<file path="config.mk">
export PLATFORM = sky130hd
export DESIGN_NAME = demuxf7_deser
export DESIGN_NICKNAME = d
export VERILOG_FILES = /design/src/rtl/demuxf7_pkg.sv /design/src/rtl/demuxf7_lane_cnt.sv /design/src/rtl/demuxf7_deser.sv
export SDC_FILE = /design/constraint.sdc
export NUM_CORES = 1
export LEC_CHECK = 0
export CAP_MARGIN = 20
export CORE_MARGIN = 4
export CORE_UTILIZATION = 44
export DETAILED_ROUTE_END_ITERATION = 7
export GPL_TIMING_DRIVEN = 0
export PLACE_DENSITY = 0.86
export SETUP_SLACK_MARGIN = 0.05
export SYNTH_ARGS = -nofsm -noshare
export SYNTH_HDL_FRONTEND = slang
export SYNTH_SLANG_ARGS = --single-unit
</file>
<file path="constraint.sdc">
create_clock -name C -period 1.8 [get_ports C]
set_input_delay 0.36 -clock C [delete_from_list [all_inputs] [get_ports C]]
set_output_delay 0.36 -clock C [all_outputs]
set_load 0.03 [all_outputs]
</file>
<file path="src/rtl/demuxf7_pkg.sv">
// Shared constants and helpers for the demuxf7 serial-to-parallel fabric cell.
// Lane indices are carried in a fixed 3-bit field regardless of LANES.
package demuxf7_pkg;

  localparam int DEMUXF7_LANES_MAX = 8;
  localparam int DEMUXF7_LANE_W    = 3;

  function automatic int clog2(input int value);
    int result;
    result = 0;
    while ((1 << result) < value) result++;
    return result;
  endfunction

  function automatic bit lanes_legal(input int lanes);
    return (lanes >= 2) && (lanes <= DEMUXF7_LANES_MAX) &&
           (clog2(lanes) <= DEMUXF7_LANE_W);
  endfunction

endpackage

</file>
<file path="src/rtl/demuxf7_lane_cnt.sv">
// Lane steering counter: advances on each accepted bit, wraps after the last
// lane, and restarts at lane 0 on SYNC. The count itself is the state.
module demuxf7_lane_cnt
  import demuxf7_pkg::*;
#(
  parameter int LANES = 4
) (
  input  logic                      clk,
  input  logic                      rst,
  input  logic                      ce,
  input  logic                      iv,
  input  logic                      sync,
  output logic [DEMUXF7_LANE_W-1:0] lane,
  output logic                      last
);

  localparam logic [DEMUXF7_LANE_W-1:0] LAST_LANE = DEMUXF7_LANE_W'(LANES - 1);

  logic [DEMUXF7_LANE_W-1:0] lane_q;

  always_ff @(posedge clk) begin
    if (rst) begin
      lane_q <= '0;
    end else if (ce) begin
      if (sync) begin
        // A bit arriving with SYNC occupies lane 0, so the next one goes to lane 1.
        lane_q <= iv ? DEMUXF7_LANE_W'(1) : '0;
      end else if (iv) begin
        lane_q <= (lane_q == LAST_LANE) ? '0 : lane_q + 1'b1;
      end
    end
  end

  assign lane = lane_q;
  assign last = (lane_q == LAST_LANE);

endmodule

</file>
<file path="src/rtl/demuxf7_deser.sv">
// Registered 1-to-LANES demux/deserializer: collects serial bits into a word
// and presents each completed word on O/LO with a valid/ready handshake.
module demuxf7_deser
  import demuxf7_pkg::*;
#(
  parameter int LANES     = 4,
  parameter bit LSB_FIRST = 1'b1
) (
  input  logic                      C,
  input  logic                      R,
  input  logic                      CE,
  input  logic                      I,
  input  logic                      IV,
  input  logic                      SYNC,
  input  logic                      OREADY,
  output logic [LANES-1:0]          O,
  output logic [LANES-1:0]          LO,
  output logic                      OV,
  output logic                      OVF,
  output logic [DEMUXF7_LANE_W-1:0] LANE
);

  generate
    if (!lanes_legal(LANES)) begin : g_bad_lanes
      $error("demuxf7_deser: LANES must be in 2..%0d", DEMUXF7_LANES_MAX);
    end
  endgenerate

  logic [DEMUXF7_LANE_W-1:0] lane;
  logic                      last;
  logic [LANES-1:0]          acc_q;
  logic [LANES-1:0]          acc_nxt;
  logic [LANES-1:0]          o_q;
  logic                      ov_q;
  logic                      ovf_q;
  logic                      complete;
  int                        bit_idx;

  demuxf7_lane_cnt #(.LANES(LANES)) u_lane_cnt (
    .clk  (C),
    .rst  (R),
    .ce   (CE),
    .iv   (IV),
    .sync (SYNC),
    .lane (lane),
    .last (last)
  );

  // SYNC drops the partial word first, then the incoming bit lands in lane 0.
  always_comb begin
    acc_nxt = SYNC ? '0 : acc_q;
    bit_idx = 0;
    if (!SYNC) begin
      bit_idx = LSB_FIRST ? int'(lane) : (LANES - 1 - int'(lane));
    end else if (!LSB_FIRST) begin
      bit_idx = LANES - 1;
    end
    if (IV) begin
      for (int j = 0; j < LANES; j++) begin
        if (j == bit_idx) acc_nxt[j] = I;
      end
    end
  end

  assign complete = CE & IV & ~SYNC & last;

  // Handshake: OV=1 means O holds a word not yet taken; an edge with
  // OV & OREADY & CE transfers it. O never changes while OV=1 and not taken.
  always_ff @(posedge C) begin
    if (R) begin
      acc_q <= '0;
      o_q   <= '0;
      ov_q  <= 1'b0;
      ovf_q <= 1'b0;
    end else if (CE) begin
      acc_q <= complete ? '0 : acc_nxt;
      if (complete) begin
        if (!ov_q || OREADY) begin
          o_q  <= acc_nxt;
          ov_q <= 1'b1;
        end else begin
          ovf_q <= 1'b1;
        end
      end else if (ov_q && OREADY) begin
        ov_q <= 1'b0;
      end
    end
  end

  assign O    = o_q;
  assign LO   = o_q;
  assign OV   = ov_q;
  assign OVF  = ovf_q;
  assign LANE = lane;

endmodule

</file>
; ---- Yosys cells after proc, flatten, opt, wreduce, memory -nomap -nowiden
; Cells that the tools add are included.
[classes]
mux = 15
n_eq_ne = 5
bitwise_logic = 5
addsub = 1
reduce_logical = 10
[op_table]
columns = op, n
row1 = $eq 3x32->1 const A, 2
row2 = $eq 2x32->1 const A, 1
row3 = $logic_not 32->1, 1
row4 = $mux 3, 4
row5 = $mux 4, 3
row6 = $reduce_and 3->1, 3
row7 = $mux 1, 8
row8 = $reduce_bool 2->1, 2
row9 = $add 3x1->3 const B, 1
row10 = $and 1x1->1, 3
row11 = $eq 3x2->1 const B, 1
row12 = $ne 2x1->1 const B, 1
row13 = $not 1->1, 2
row14 = $reduce_and 2->1, 1
row15 = $logic_and 1x1->1, 1
row16 = $logic_not 1->1, 1
row17 = $logic_or 1x1->1, 1
[word_totals]
ff_bits = 13
wordCells = 41
inputBits = 7
output_inout_bits = 13

; ---- Depth between registers and ports, before layout
; Gate-level depths: netlist of run 1.
[logic_depth]
ltp_word = 5
ltp_mapped = 5

; ---- Cells and area by module
; From an unflattened synthesis of run 1, not the netlist that was laid out.
[unflattened]
cells_unflattened = 82
hier_area_um2 = 754.5
[modules_own_cells]
columns = mod, n_inst, cells_each, seq_area_each_um2, area_per_inst_um2
row1 = demuxf7_deser, 1, 64, 200.2, 594.3
row2 = demuxf7_lane_cnt, 1, 18, 60.1, 160.2

; ---- Worst setup path before layout of run 1
; Ideal clock, no wire load.
[synth_timing]
path_kind = register to register
start = register u_lane_cnt.lane_q[1] (netlist: u_lane_cnt.lane[1])
end = register o_q[1] (netlist: LO[1])
setup_slack_ns = 0.171
setup_ns = 0.086
required_time_ns = 1.714
n_path_buf = 0
arrival_ns = 1.544
stages_incl_launch_ff = 6
path_cell_list = dfxtp_1 -> ha_1 -> nand2b_4 -> nor4_4 -> nor2_1 -> a211oi_1
[synth_via]
elab_chain_cells = 4
word_cells_on_any_way = 7
cone_classes = 2 x eq/ne / 3 x mux / 1 x bitwise / 1 x reduce/logical
[synth_lines]
columns = item, line_no
row1 = start: declaration, demuxf7_lane_cnt.sv:19  ; logic [DEMUXF7_LANE_W-1:0] lane_q;
row2 = start signal: assignment, demuxf7_lane_cnt.sv:27  ; lane_q <= iv ? DEMUXF7_LANE_W'(1) : '0;
row3 = start signal: assignment, demuxf7_lane_cnt.sv:29  ; lane_q <= (lane_q == LAST_LANE) ? '0 : lane_q + 1'b1;
row4 = $mux 3, demuxf7_deser.sv:53  ; if (!SYNC) begin
row5 = $eq 2x32->1, demuxf7_deser.sv:60  ; if (j == bit_idx) acc_nxt[j] = I;
row6 = $mux 1, demuxf7_deser.sv:60
row7 = $mux 4, demuxf7_deser.sv:58  ; if (IV) begin
row8 = end signal: assignment, demuxf7_deser.sv:79  ; o_q <= acc_nxt;
row9 = end: declaration, demuxf7_deser.sv:33  ; logic [LANES-1:0] o_q;
; Several ways; a longest one is shown, not always the timed one.
; A chain may end at the register's enable or synchronous reset.

; ---- Worst setup path after layout of run 1
[layout_timing]
start = register ov_q (netlist: OV)
end = output OV
[layout_lines]
columns = item, line_no
row1 = start: declaration, demuxf7_deser.sv:34  ; logic ov_q;
row2 = start signal: assignment, demuxf7_deser.sv:73  ; ov_q <= 1'b0;
row3 = start signal: assignment, demuxf7_deser.sv:80  ; ov_q <= 1'b1;
row4 = start signal: assignment, demuxf7_deser.sv:85  ; ov_q <= 1'b0;
row5 = end: declaration, demuxf7_deser.sv:18  ; output logic OV,
; No word-level cell between the ends.

==> impl.org, run 1 <==
** Flow run
- Across the run, the number of max-cap violations was 0.

** Setup path
- Type of origin of the critical path :: register
- Data arrival, critical path :: 1310 ps
- Max incr delay on CP :: 680 ps
- The worst setup path is captured at an output pin.
- Startpoint of the lowest-slack register-to-register path :: u_lane_cnt.lane[1]
- Critical path origin :: OV
- The critical path is of the register to output pin type.
- Data required, critical path :: 1440 ps
- Crit path max fanout :: 3
- For this design, the slowest cell found on the critical path is sky130_fd_sc_hd__clkdlybuf4s50_1.
- Cell type group with the largest total delay on the critical path :: buffers and inverters
- Bufs and invs on worst path :: 1
- Walking the worst path, the cells encountered are clkdlybuf4s50_1.

** Worst hold path
- Class of the most critical hold timing path :: register to register
- Hold path start :: acc_q[1]

** Detailed routing
- Antenna viol nets, final :: 0
- For this run, the detailed router's first-pass iteration total came to 4.
- Vias post-DR :: 615
- After detailed routing, the number of vias per cell comes to 5.591.
- The first routing iteration left 14 violations.
- Average wire per standard cell :: 14.23 um
- Final wirelength :: 1.565 mm
- DRC errors left :: 0

** Clock network
- TritonCTS built the clock tree.
- CTS sink cnt :: 13
- No sink is reached through more buffers than the 2 on the longest clock path.
- For the worst-skew pair, the clock arrives at the later sink with an insertion delay of 280 ps.
- Max H-tree Level :: 1
- CTS Buf Count :: 3
- Count of hold buffers inserted by post-cts repair :: 0
- Buffer type at the clock tree root :: sky130_fd_sc_hd__clkbuf_4
- Clock transition at the registers of the reported paths :: 80 ps

** STA
- On the final layout, the worst clock skew is 8.002 ps.
- The worst path uses 92.99% of the clock period.
- The worst path in the final design needs a cycle of 1674 ps, including I/O delays and setup.
- Final Setup Violations :: 0
- The worst path meets setup with 126.1 ps of slack.
- Worst Tran Pin Value :: 432.0 ps
- For this run, the top clock speed supported by timing is 0.5974 GHz.
- The final-report hold violation count is 0.
- Slew margin rel. :: 71.20%
- Setup repair after global routing left no endpoint under its margin.
- Summed over all failing endpoints, the final setup total negative slack is 0 ps.
- The max-slew violation count came to 0.

** Synth
- For this run, the leading register cell type out of synthesis is sky130_fd_sc_hd__dfxtp_1.
- Number of synthesized flops with an enable pin :: 0
- Synth Net Count :: 79
- Sequential cells were found to cover 39.54% of the synthesized design area.
- Summing every instance area after synthesis gives 658.1 um2.
- Synthesized area per cell :: 9.269 um2
- By instance count, the leading cell after synthesis is sky130_fd_sc_hd__dfxtp_1.
- Proportion of netlist area held by the largest area contributor :: 39.54%
- Commonest cells in the synthesized netlist :: sky130_fd_sc_hd__dfxtp_1, sky130_fd_sc_hd__nor2_1, sky130_fd_sc_hd__a21oi_1, sky130_fd_sc_hd__nand2_1
- The netlist uses 26 different library cells.
- The cell count after synthesis came out at 71.
- Largest cells by area after synthesis :: sky130_fd_sc_hd__dfxtp_1, sky130_fd_sc_hd__o32ai_1, sky130_fd_sc_hd__mux2i_1, sky130_fd_sc_hd__a211oi_1, sky130_fd_sc_hd__buf_4
- Leading area contributor after synthesis :: sky130_fd_sc_hd__dfxtp_1
- The Yosys step of the flow raised 0 warnings.
- FF+latch count, synth :: 13
- In the synthesized netlist the async set-or-reset flop fraction comes to 0%.

** Placement
- Standard cell area after detailed placement :: 867.1 um2
- At the placement stage, the worst setup path has a slack of -181.7 ps.
- Routability Congestion :: 0.8101
- Detailed placement finished with a half-perimeter wire length of 1.132 mm.
- Number of port buffers :: 19

** Finish
- Post-layout nets :: 104
- Fraction of final layout cells with drive strength greater than 1 :: 13.68%
- Area added between synthesis and finish :: 35.93%
- Post-Layout Inst Area :: 894.6 um2
- The number of antenna diodes in the final layout is 0.
- Summing all multi-input logic gate instances after layout gives 356.6 um2.
- The sequential cells in the finished layout cover a total of 260.3 um2.
- Fill cells in the final layout number 118.

** Die
- The floorplan has 13 rows.
- Boundary Pins :: 20
- The initial utilization of the core area, before any placement, comes to 48.75%.
- From bottom edge to top edge, the die measures 46.68 um.
- The die covers 0.002179 mm2.
- The core region is 0.001350 mm2.
- From left edge to right edge, the die measures 46.68 um.

** Power and ir drop
- Pwr/cell area :: 602.1 mW/mm2
- The analysis attributes to cell leakage a power of 0.3692 nW.
- Final Total Pwr :: 0.5386 mW
- VDD sags by at most 0.4474 mV.

** GRT
- The first global-routing pass estimated 2.511 mm of wire.
- Global routing used 16.36% of the available tracks across all layers.
- The via count of the first global-routing pass is 589.
- Remaining global-route overflow :: 0
- Entering global routing, the biggest net connects 11 pins.
- Number of antenna violations at the first check in global routing :: 0

** Run status
- Run status :: finished clean
[where the power goes]
group          switching, mW  internal, mW  total [mW]
clock network         0.0989        0.0860       0.185
logic                 0.0338        0.0259      0.0597
registers            0.00379         0.290       0.294
[worst register-to-register path, stage by stage (launching register included)]
cell                       delay, ps
sky130_fd_sc_hd__dfxtp_1         460
sky130_fd_sc_hd__ha_1            270
sky130_fd_sc_hd__nand2b_4         90
sky130_fd_sc_hd__nor4_4          120
sky130_fd_sc_hd__buf_4           190
sky130_fd_sc_hd__nor2_1           50
sky130_fd_sc_hd__a211oi_1        230
[final timing paths]
path	to	slack [ps]	cells past startpoint
max	OV	130	1
min	acc_q[1]	500	2
max reg2reg	LO[0]	280	6
min reg2reg	acc_q[1]	500	2
[area by class of cell]
type	count	area share, %
sequential	13	29.09
clock buffer	4	2.937
inverter	2	0.8392
tap	15	2.098
multi-input combinational	51	39.86
timing repair buffer	20	21.40
buffer	5	3.776
[cells by family (layout without fill, tap and decap cells)]
group                    after synthesis  after routing  synth area share (%)
AND/OR/NAND/NOR                       29             29                 28.71
multiplexers                           3              3                 4.563
buffers and inverters                  7             31                 6.274
AO/OA/AOI/OAI                         18             18                 19.01
flip-flops                            13             13                 39.54
adder cells (fa/ha/maj)                1              1                 1.901
[state kept, by name (all words and copies together), names as in the netlist]
name             cells
acc_q                4
u_lane_cnt.lane      3
OV                   1
LO                   4
OVF                  1
[layout by cell type, fill, tap and decap left out, drive strengths merged, types with 2 or more instances in the layout]
| cell | n |
|---|---|
| a211oi | 4 |
| o32ai | 4 |
| nor2 | 8 |
| o21ai | 2 |
| a21oi | 5 |
| mux2i | 3 |
| nand2b | 5 |
| buf | 5 |
| dfxtp | 13 |
| or2b | 2 |
| nand2 | 6 |
| dlygate4sd2 | 7 |
| clkdlybuf4s50 | 11 |
| nor3 | 2 |
| inv | 2 |
| clkbuf | 5 |
[layer usage]
layer / track usage [%] / wire length (um)
met5: 0 / 0
met4: 8.840 / 31
met3: 3.906 / 129
met2: 27.20 / 764
met1: 19.11 / 638
[stage by stage]
stage | std cells | util [%] | hold WS, ps
floorplan | 71 | - | 432.8
global placement | 105 | 64.23 | 457.7
detailed placement | 105 | 64.23 | 483.6
CTS | 109 | 65.52 | 495.0
global route | 110 | 66.27 | 508.6
finish | 110 | 66.27 | 495.7
[repair_timing]
action                     in CTS  in global routing
pin swaps                       0                  1
setup buffers                   0                  1
gates resized for setup         7                  1
setup endpoints to repair       7                  4
No activity file was read; power rests on OpenSTA's default activity.
==> inputs of run 2 (changes only) <==
CAP_MARGIN = 10   (was 20)
CORE_MARGIN = 8   (was 4)
CORE_UTILIZATION = 46   (was 44)
SYNTH_HIERARCHICAL = 1   (was default)
==> run 2 against run 1 <==
Against the previous run:
- worst hold slack worse by 21 ps
- clock skew fell by 1.2 ps
- clock-buffer cell count is the same
- critical path depth stayed put
- combinational power grew 5.9%
- global-route usage decreased by 4.5 points
- cell area grew 8.5%
- core utilization shrank 2.6 points
- area after synthesis rose by 15%
- largest cell class unchanged
==> impl.org, run 2 <==
** Synth
- Leading area contributor after synthesis :: sky130_fd_sc_hd__dfxtp_1
- Commonest cells in the synthesized netlist :: sky130_fd_sc_hd__dfxtp_1, sky130_fd_sc_hd__nand2_1, sky130_fd_sc_hd__a21oi_1, sky130_fd_sc_hd__buf_4
- The cell count after synthesis was 82 (+15%).
- Proportion of netlist area held by the largest area contributor :: 34.49% (-5.0 points)
- Most repeated cell in the gate-level netlist after synthesis :: sky130_fd_sc_hd__dfxtp_1
- The synthesized flop and latch total came to 13 (unchanged).
- The share of flip-flops with an asynchronous set or reset came to 0% (unchanged).
- The number of distinct library cells after synthesis was 37 (+42%).
- The number of enable flip-flop cells after synthesis came to 0 (unchanged).
- Synth Net Count :: 90 (+14%)
- In the post-synthesis netlist, the biggest area contributors are sky130_fd_sc_hd__dfxtp_1, sky130_fd_sc_hd__a311oi_2, sky130_fd_sc_hd__buf_4, sky130_fd_sc_hd__a21oi_1, sky130_fd_sc_hd__nand2_1.
- Synthesized area per cell :: 9.201 um2 (-0.74%)
- Top_reg_cell synth :: sky130_fd_sc_hd__dfxtp_1
- The post-synth design cell area came to 754.5 um2 (+15%).
- The sequential area share after synthesis was 34.49% (-5.0 points).
- Count of yosys warnings during synthesis :: 6 (+6)

** GRT
- Number of antenna violations at the first check in global routing :: 0 (unchanged)
- Number of global-route vias before repair :: 697 (+18%)
- Total global-route track usage :: 11.90% (-4.5 points)
- Pin count of the biggest net entering global routing :: 13 (+2)
- Remaining global-route overflow :: 0 (unchanged)
- Global-route wire length before repair :: 3.208 mm (+28%)

** Detailed routing
- The DRC marker count from the first detailed-route iteration was 22 (+8).
- Average wire per standard cell :: 14.77 um (+3.8%)
- Via density :: 6.108 (+9.3%)
- Number of detailed-route iterations in the first pass :: 4 (unchanged)
- The number of vias after detailed routing is 733 (+19%).
- Antenna viol nets, final :: 0 (unchanged)
- The total wire length after detailed routing is 1.772 mm (+13%).
- DRC errors left :: 0 (unchanged)

** Setup path
- Traced cell by cell, the critical path runs through clkdlybuf4s50_1.
- Max incr delay on CP :: 690 ps (about the same)
- The maximum fanout encountered on the critical timing path came to 3 (unchanged).
- Bufs and invs on worst path :: 1 (unchanged)
- On the critical path, the stage with the largest delay is an instance of sky130_fd_sc_hd__clkdlybuf4s50_1.
- The data arrival time of the critical path was 1330 ps (+20 ps).
- The kind of cell with the highest combined delay along the critical path is buffers and inverters.
- The required time at the worst-slack endpoint was 1440 ps (about the same).
- The worst setup path is launched from a register.
- Setup CP Type :: register to output pin
- Category of the worst setup path capture point :: output pin

** Clock network
- Clock Latency Late Sink :: 280 ps (about the same)
- The root buffer cell chosen for the clock tree is sky130_fd_sc_hd__clkbuf_4.
- Max H-tree Level :: 1 (unchanged)
- The maximum count of clock buffers along a single path is 2 (unchanged).
- CTS Buf Count :: 3 (unchanged)
- The clock sink total came to 13 (unchanged).
- TritonCTS built the clock tree.
- The number of post-CTS setup repair buffers is 0 (unchanged).
- The register clock-pin slew on the reported worst setup and hold paths came to 80 ps (about the same).
- Count of hold buffers inserted by post-cts repair :: 0 (unchanged)

** STA
- Final Setup Violations :: 0 (unchanged)
- Final Hold Violating Endpoints :: 0 (unchanged)
- Worst Tran Pin Value :: 342.6 ps (-89.43 ps)
- The worst-case setup margin in the final layout was 112.8 ps (-13.31 ps).
- The relative slew slack is 77.09% (+5.9 points).
- The setup clock skew after layout was 6.763 ps (-1.238 ps).
- The highest clock rate is 0.5927 GHz (-0.79%).
- The minimum clock period after layout was 1687 ps (+13.31 ps).
- Post-route clock period utilization :: 93.73% (+0.74 points)
- Setup repair after global routing left no endpoint under its margin.
- Number of max-slew violations in the final report :: 0 (unchanged)

** Power and ir drop
- Pwr/cell area :: 565.2 mW/mm2 (-6.1%)
- The worst voltage drop across the vdd grid came to 0.3264 mV (-27%).
- Leakage :: 0.3912 nW (+6.0%)
- The post-route total power is 0.5488 mW (+1.9%).

** Die
- The row count came to 14 (+1).
- Die Outline Area :: 0.003192 mm2 (+47%)
- The area of the core was 0.001524 mm2 (+13%).
- The height of the die is 56.50 um (+21%).
- The initial core utilization was 49.51% (+0.76 points).
- The width of the chip came to 56.50 um (+21%).
- The top-level I/O count is 20 (unchanged).

** Finish
- Number of diodes :: 0 (unchanged)
- Top library cells by usage in the layout, fill and taps aside :: sky130_fd_sc_hd__dfxtp_1, sky130_fd_sc_hd__clkdlybuf4s50_1, sky130_fd_sc_hd__nand2_1, sky130_fd_sc_hd__dlygate4sd2_1, sky130_fd_sc_hd__a21oi_1
- Leaving out fill and tap cells, the most frequent cell in the layout is sky130_fd_sc_hd__dfxtp_1.
- The fraction of final layout cells sized beyond drive strength 1 came to 18.27% (+4.6 points).
- Compared with the post-synthesis result, the final layout area differs by 28.69%.
- Post-layout nets :: 113 (+8.7%)

** Placement
- Estimated wirelength of the detail-placed design :: 1.284 mm (+13%)
- The count of buffers inserted at the top-level ports is 18 (-1).
- Pre-CTS worst setup slack :: -95.25 ps (+86.45 ps)
- Routability Congestion :: 0.8156 (+0.68%)

** Flow run
- Max_cap viols :: 0 (unchanged)

** Worst hold path
- The min-delay analysis places its worst path in the category register to register.

** Run status
- The run finished with clean final reports.
[run 2: cell types whose count changed in the layout (fill, tap and decap cells not counted), sizes merged, moves of 3 or more]
cell and change:
a311oi +4, o211ai +3, a211oi -3, nor2 -4, o32ai -4
[run 2: cell type report]
type	instances	area (um2)
Clock buffer	4	26.28
Buffer	7	52.55
Multi-Input combinational cell	58	426.7
Tap cell	16	20.02
Sequential cell	13	260.3
Inverter	4	15.01
Fill cell	123	553.0
Timing Repair Buffer	18	170.2
[run 2: worst paths after layout]
| kind | from | slack (ps) | to | cells past startpoint |
|---|---|---|---|---|
| setup reg to reg | u_lane_cnt/lane[0] | 220 | LO[0] | 7 |
| hold / removal | acc_q[3] | 470 | acc_q[3] | 2 |
| hold reg to reg | acc_q[3] | 470 | acc_q[3] | 2 |
| setup / recovery | LO[0] | 110 | LO[0] | 1 |
[run 2: power breakdown]
group          total (mW)  internal [mW]  switching, mW  leakage, nW
registers           0.295          0.291        0.00483        0.105
logic              0.0632         0.0279         0.0353        0.271
clock network       0.190         0.0861          0.104       0.0150
total               0.549          0.405          0.144        0.391
[run 2: per-layer routing]
metal / global-route usage [%] / routed length [um] / vias up
li1: - / - / 347
met1: 14.34 / 819 / 332
met2: 16.93 / 719 / 47
met3: 5.618 / 187 / 7
met4: 6.186 / 45 / 0
met5: 0 / 0 / -
[run 2: cell families (layout without fill, tap and decap cells)]
family	Yosys count	count (layout)	synth area share, %
mux	1	1	1.327
fa+ha+maj	1	1	1.658
flops	13	13	34.49
buf+inv	11	33	8.955
compound gates	23	23	23.88
simple gates	33	33	29.68
[run 2: repair_timing]
| item | CTS | global route |
|---|---|---|
| setup endpoints to repair | 8 | 0 |
| gates resized for setup | 8 | 0 |
| hold endpoints to repair | 0 | 0 |
[run 2: stage by stage]
step	hold slack, ps	utilization [%]	cells	instance area (um2)	TNS (ps)
after floorplan	432.4	-	82	754.5	0
after global placement	450.0	62.64	116	954.7	-137.2
after detailed placement	467.1	62.64	116	954.7	-213.5
after CTS	472.8	63.71	120	970.9	0
after global routing	513.8	63.71	120	970.9	0
final	474.7	63.71	120	970.9	0
==> inputs of run 3 (changes only) <==
SETUP_SLACK_MARGIN = 0.3   (was 0.05)
==> run 3 against run 2 <==
Against the previous run:
- routed wire length is 1.2% higher
- global-route usage fell by 0.074 points
- worst hold slack better by 0.65 ps
- sequential power about the same
- combinational power increased by 4.4%
- non-clock buffer count increased by 1
- sequential cell count stayed put
- cell count is 0.83% higher
- clock-buffer cell count did not move
- highest routed layer unchanged
- cell area rose by 1.7%
- die area is the same
- core utilization is 1.1 points higher
==> impl.org, run 3 (synthesis gave the netlist of run 2 again) <==
** Run status
- The flow ran to the end, and the final reports show no timing, DRC or antenna violations.

** Detailed routing
- The total wire length after detailed routing came to 1.794 mm (+1.2%).
- The via density per instance was 5.942 (-2.7%).
- Vias post-DR :: 719 (-1.9%)
- The count of nets left with antenna violations after detail routing was 0 (unchanged).
- The DRC marker count from the first detailed-route iteration came to 27 (+23%).
- The average wire per cell in the routed design is 14.83 um (+0.40%).
- DRC errors left :: 0 (unchanged)
- Number of detailed-route iterations in the first pass :: 4 (unchanged)

** Finish
- Filler cell count :: 137 (+11%)
- Number of diodes :: 0 (unchanged)
- Relative to the synthesized area, the layout overhead comes to 30.85%.
- Top library cells by usage in the layout, fill and taps aside :: sky130_fd_sc_hd__dlygate4sd2_1, sky130_fd_sc_hd__dfxtp_1, sky130_fd_sc_hd__nand2_1, sky130_fd_sc_hd__a21oi_1, sky130_fd_sc_hd__buf_4
- Count of placed standard cells in the final layout, fillers left out :: 121 (+0.83%)
- The layout net count came to 114 (+0.88%).
- The utilization after layout is 64.78% (+1.1 points).
- Leaving out fill and tap cells, the most frequent cell in the layout is sky130_fd_sc_hd__dlygate4sd2_1.
- The fraction of final layout cells sized beyond drive strength 1 was 26.67% (+8.4 points).

** Setup path
- Category of the worst setup path capture point :: register
- The endpoint identified for the worst register-to-register timing path is LO[0].
- Max incr delay on CP :: 380 ps (-310 ps)
- Startpoint of the lowest-slack register-to-register path :: u_lane_cnt/lane[1]
- The cell depth of the worst flop-to-flop path came to 7 (unchanged).
- Setup CP Type :: register to register
- Traced cell by cell, the critical path runs through ha_4 -> nand2b_4 -> inv_1 -> and4b_1 -> buf_6 -> and2_4 -> a311oi_2.
- The maximum fanout encountered on the critical timing path was 8 (+5).
- Cell type group with the largest total delay on the critical path :: simple AND/OR/NAND/NOR gates
- The worst setup path is launched from a register.
- The critical path buffer and inverter count is 2 (+1).
- For this design, the slowest cell found on the critical path is sky130_fd_sc_hd__dfxtp_4.
- The worst setup slack for register-to-register paths was 330 ps (+110 ps).
- Data required, critical path :: 2000 ps (+560 ps)
- The data arrival time of the critical path was 1660 ps (+330 ps).

** STA
- RSZ-0062 raised after global routing :: yes
- The final setup violation count came to 0 (unchanged).
- Final setup slack of the worst path :: 331.8 ps (+219.0 ps)
- The slew of the pin with the lowest slew margin came to 366.8 ps (+24.19 ps).
- The relative slew slack is 75.55% (-1.5 points).
- Minimum clock period after layout :: 1468 ps (-219.0 ps)
- Final clock skew :: 5.598 ps (-1.165 ps)
- The final cycle utilization of the critical path came to 81.57% (-12 points).
- The final-report hold violation count came to 0 (unchanged).
- The max-slew violation count was 0 (unchanged).
- The highest clock rate is 0.6811 GHz (+15%).

** GRT
- Global-route wire length before repair :: 3.194 mm (-0.44%)
- Number of global-route vias before repair :: 709 (+1.7%)
- Number of antenna violations at the first check in global routing :: 0 (unchanged)
- The pin count of the biggest net entering global routing came to 13 (unchanged).
- The remaining global-route overflow is 0 (unchanged).
- The global-route usage over all layers was 11.82% (-0.074 points).

** Placement
- The placer congestion estimate was 0.8115 (-0.50%).
- DP Cell Count :: 116 (unchanged)
- The count of buffers inserted at the top-level ports is 18 (unchanged).
- Estimated wirelength of the detail-placed design :: 1.289 mm (+0.40%)
- The worst slack at placement is -101.6 ps (-6.332 ps).

** Power and ir drop
- The leakage component of the power is 0.4102 nW (+4.8%).
- Pwr/cell area :: 541.9 mW/mm2 (-4.1%)
- The worst voltage drop across the vdd grid came to 0.4039 mV (+24%).

** Die
- The top-level I/O count is 20 (unchanged).
- Die Outline Area :: 0.003192 mm2 (unchanged)
- The width of the chip was 56.50 um (unchanged).
- The row count was 14 (unchanged).
- Vertical die dimension :: 56.50 um (unchanged)
- The area of the core was 0.001524 mm2 (unchanged).
- The initial core utilization was 49.51% (unchanged).

** Clock network
- The maximum level of the CTS H-tree is 1 (unchanged).
- The clock sink total is 13 (unchanged).
- Max clock buf depth :: 2 (unchanged)
- The cell sitting at the root of the clock tree is a sky130_fd_sc_hd__clkbuf_4.
- CTS Buf Count :: 3 (unchanged)
- Clock Latency Late Sink :: 280 ps (about the same)
- The register clock-pin slew on the reported worst setup and hold paths was 80 ps (about the same).
- Clock tree from TritonCTS :: built

** Worst hold path
- The worst hold path belongs to the class register to register.
- Hold path start :: OVF
- Hold EP :: OVF
- The worst hold path depth was 2 (unchanged).

** Flow run
- Max_cap viols :: 0 (unchanged)
-- run 3: changes by cell type in the layout (fill, tap and decap cells not counted), moves of 2 or more --
| cell | previous run | this run |
|---|---|---|
| sky130_fd_sc_hd__clkbuf_2 | 0 | 4 |
| sky130_fd_sc_hd__clkdlybuf4s50_1 | 10 | 2 |
| sky130_fd_sc_hd__dfxtp_4 | 0 | 2 |
| sky130_fd_sc_hd__dlygate4sd2_1 | 8 | 11 |
| sky130_fd_sc_hd__dfxtp_1 | 13 | 10 |
-- run 3: timing repair --
item                       CTS  global route
hold buffers                 0             0
setup endpoints to repair   18            13
gates resized for setup     17            13
buffers inserted             1             0
pin swaps                    0             0
-- run 3: per-layer routing --
metal	track usage, %	wire length (um)	vias up
li1	-	-	355
met1	13.75	832	334
met2	17.87	792	28
met3	5.618	159	2
met4	5.155	10	0
met5	0	0	-
-- run 3: power by group --
| group | internal, mW | switching, mW |
|---|---|---|
| Clock | 0.0860 | 0.0897 |
| Sequential | 0.289 | 0.00428 |
| Combinational | 0.0284 | 0.0376 |
-- run 3: stage by stage --
stage               hold slack, ps  power, mW  cell area, um2  setup TNS (ps)
finish                       475.4     0.5350           987.2               0
global route                 505.8     0.5694           987.2               0
CTS                          474.7     0.5388           977.2               0
detailed placement           465.7     0.3648           960.9          -278.2
global placement             452.3     0.3627           960.9          -125.6
floorplan                    425.0     0.3344           760.7               0
-- run 3: how the worst max path moves through the flow --
stage	depth (start not counted)	end	from
after global routing	7	LO[0]	u_lane_cnt/lane[1]
after floorplan	7	LO[0]	u_lane_cnt/lane[0]
after CTS	7	LO[0]	u_lane_cnt/lane[1]
after detailed placement	5	LO[0]	SYNC
final	7	LO[0]	u_lane_cnt/lane[1]
after global placement	5	LO[0]	SYNC
-- run 3: area by class of cell --
class | count | area [um2] | share of cell area, %
Multi-Input combinational cell | 58 | 450.4 | 45.63
Inverter | 4 | 15.01 | 1.521
Sequential cell | 13 | 269.0 | 27.25
Buffer | 7 | 52.55 | 5.323
Tap cell | 16 | 20.02 | 2.028
Clock buffer | 4 | 26.28 | 2.662
Timing Repair Buffer | 19 | 153.9 | 15.59
-- run 3: tightest hold or removal path, delay by kind of cell, from the launching register on --
kind,cells,cell delay (ps)
AND/OR/NAND/NOR,1,70
AO/OA/AOI/OAI,1,40
flip-flops,1,330
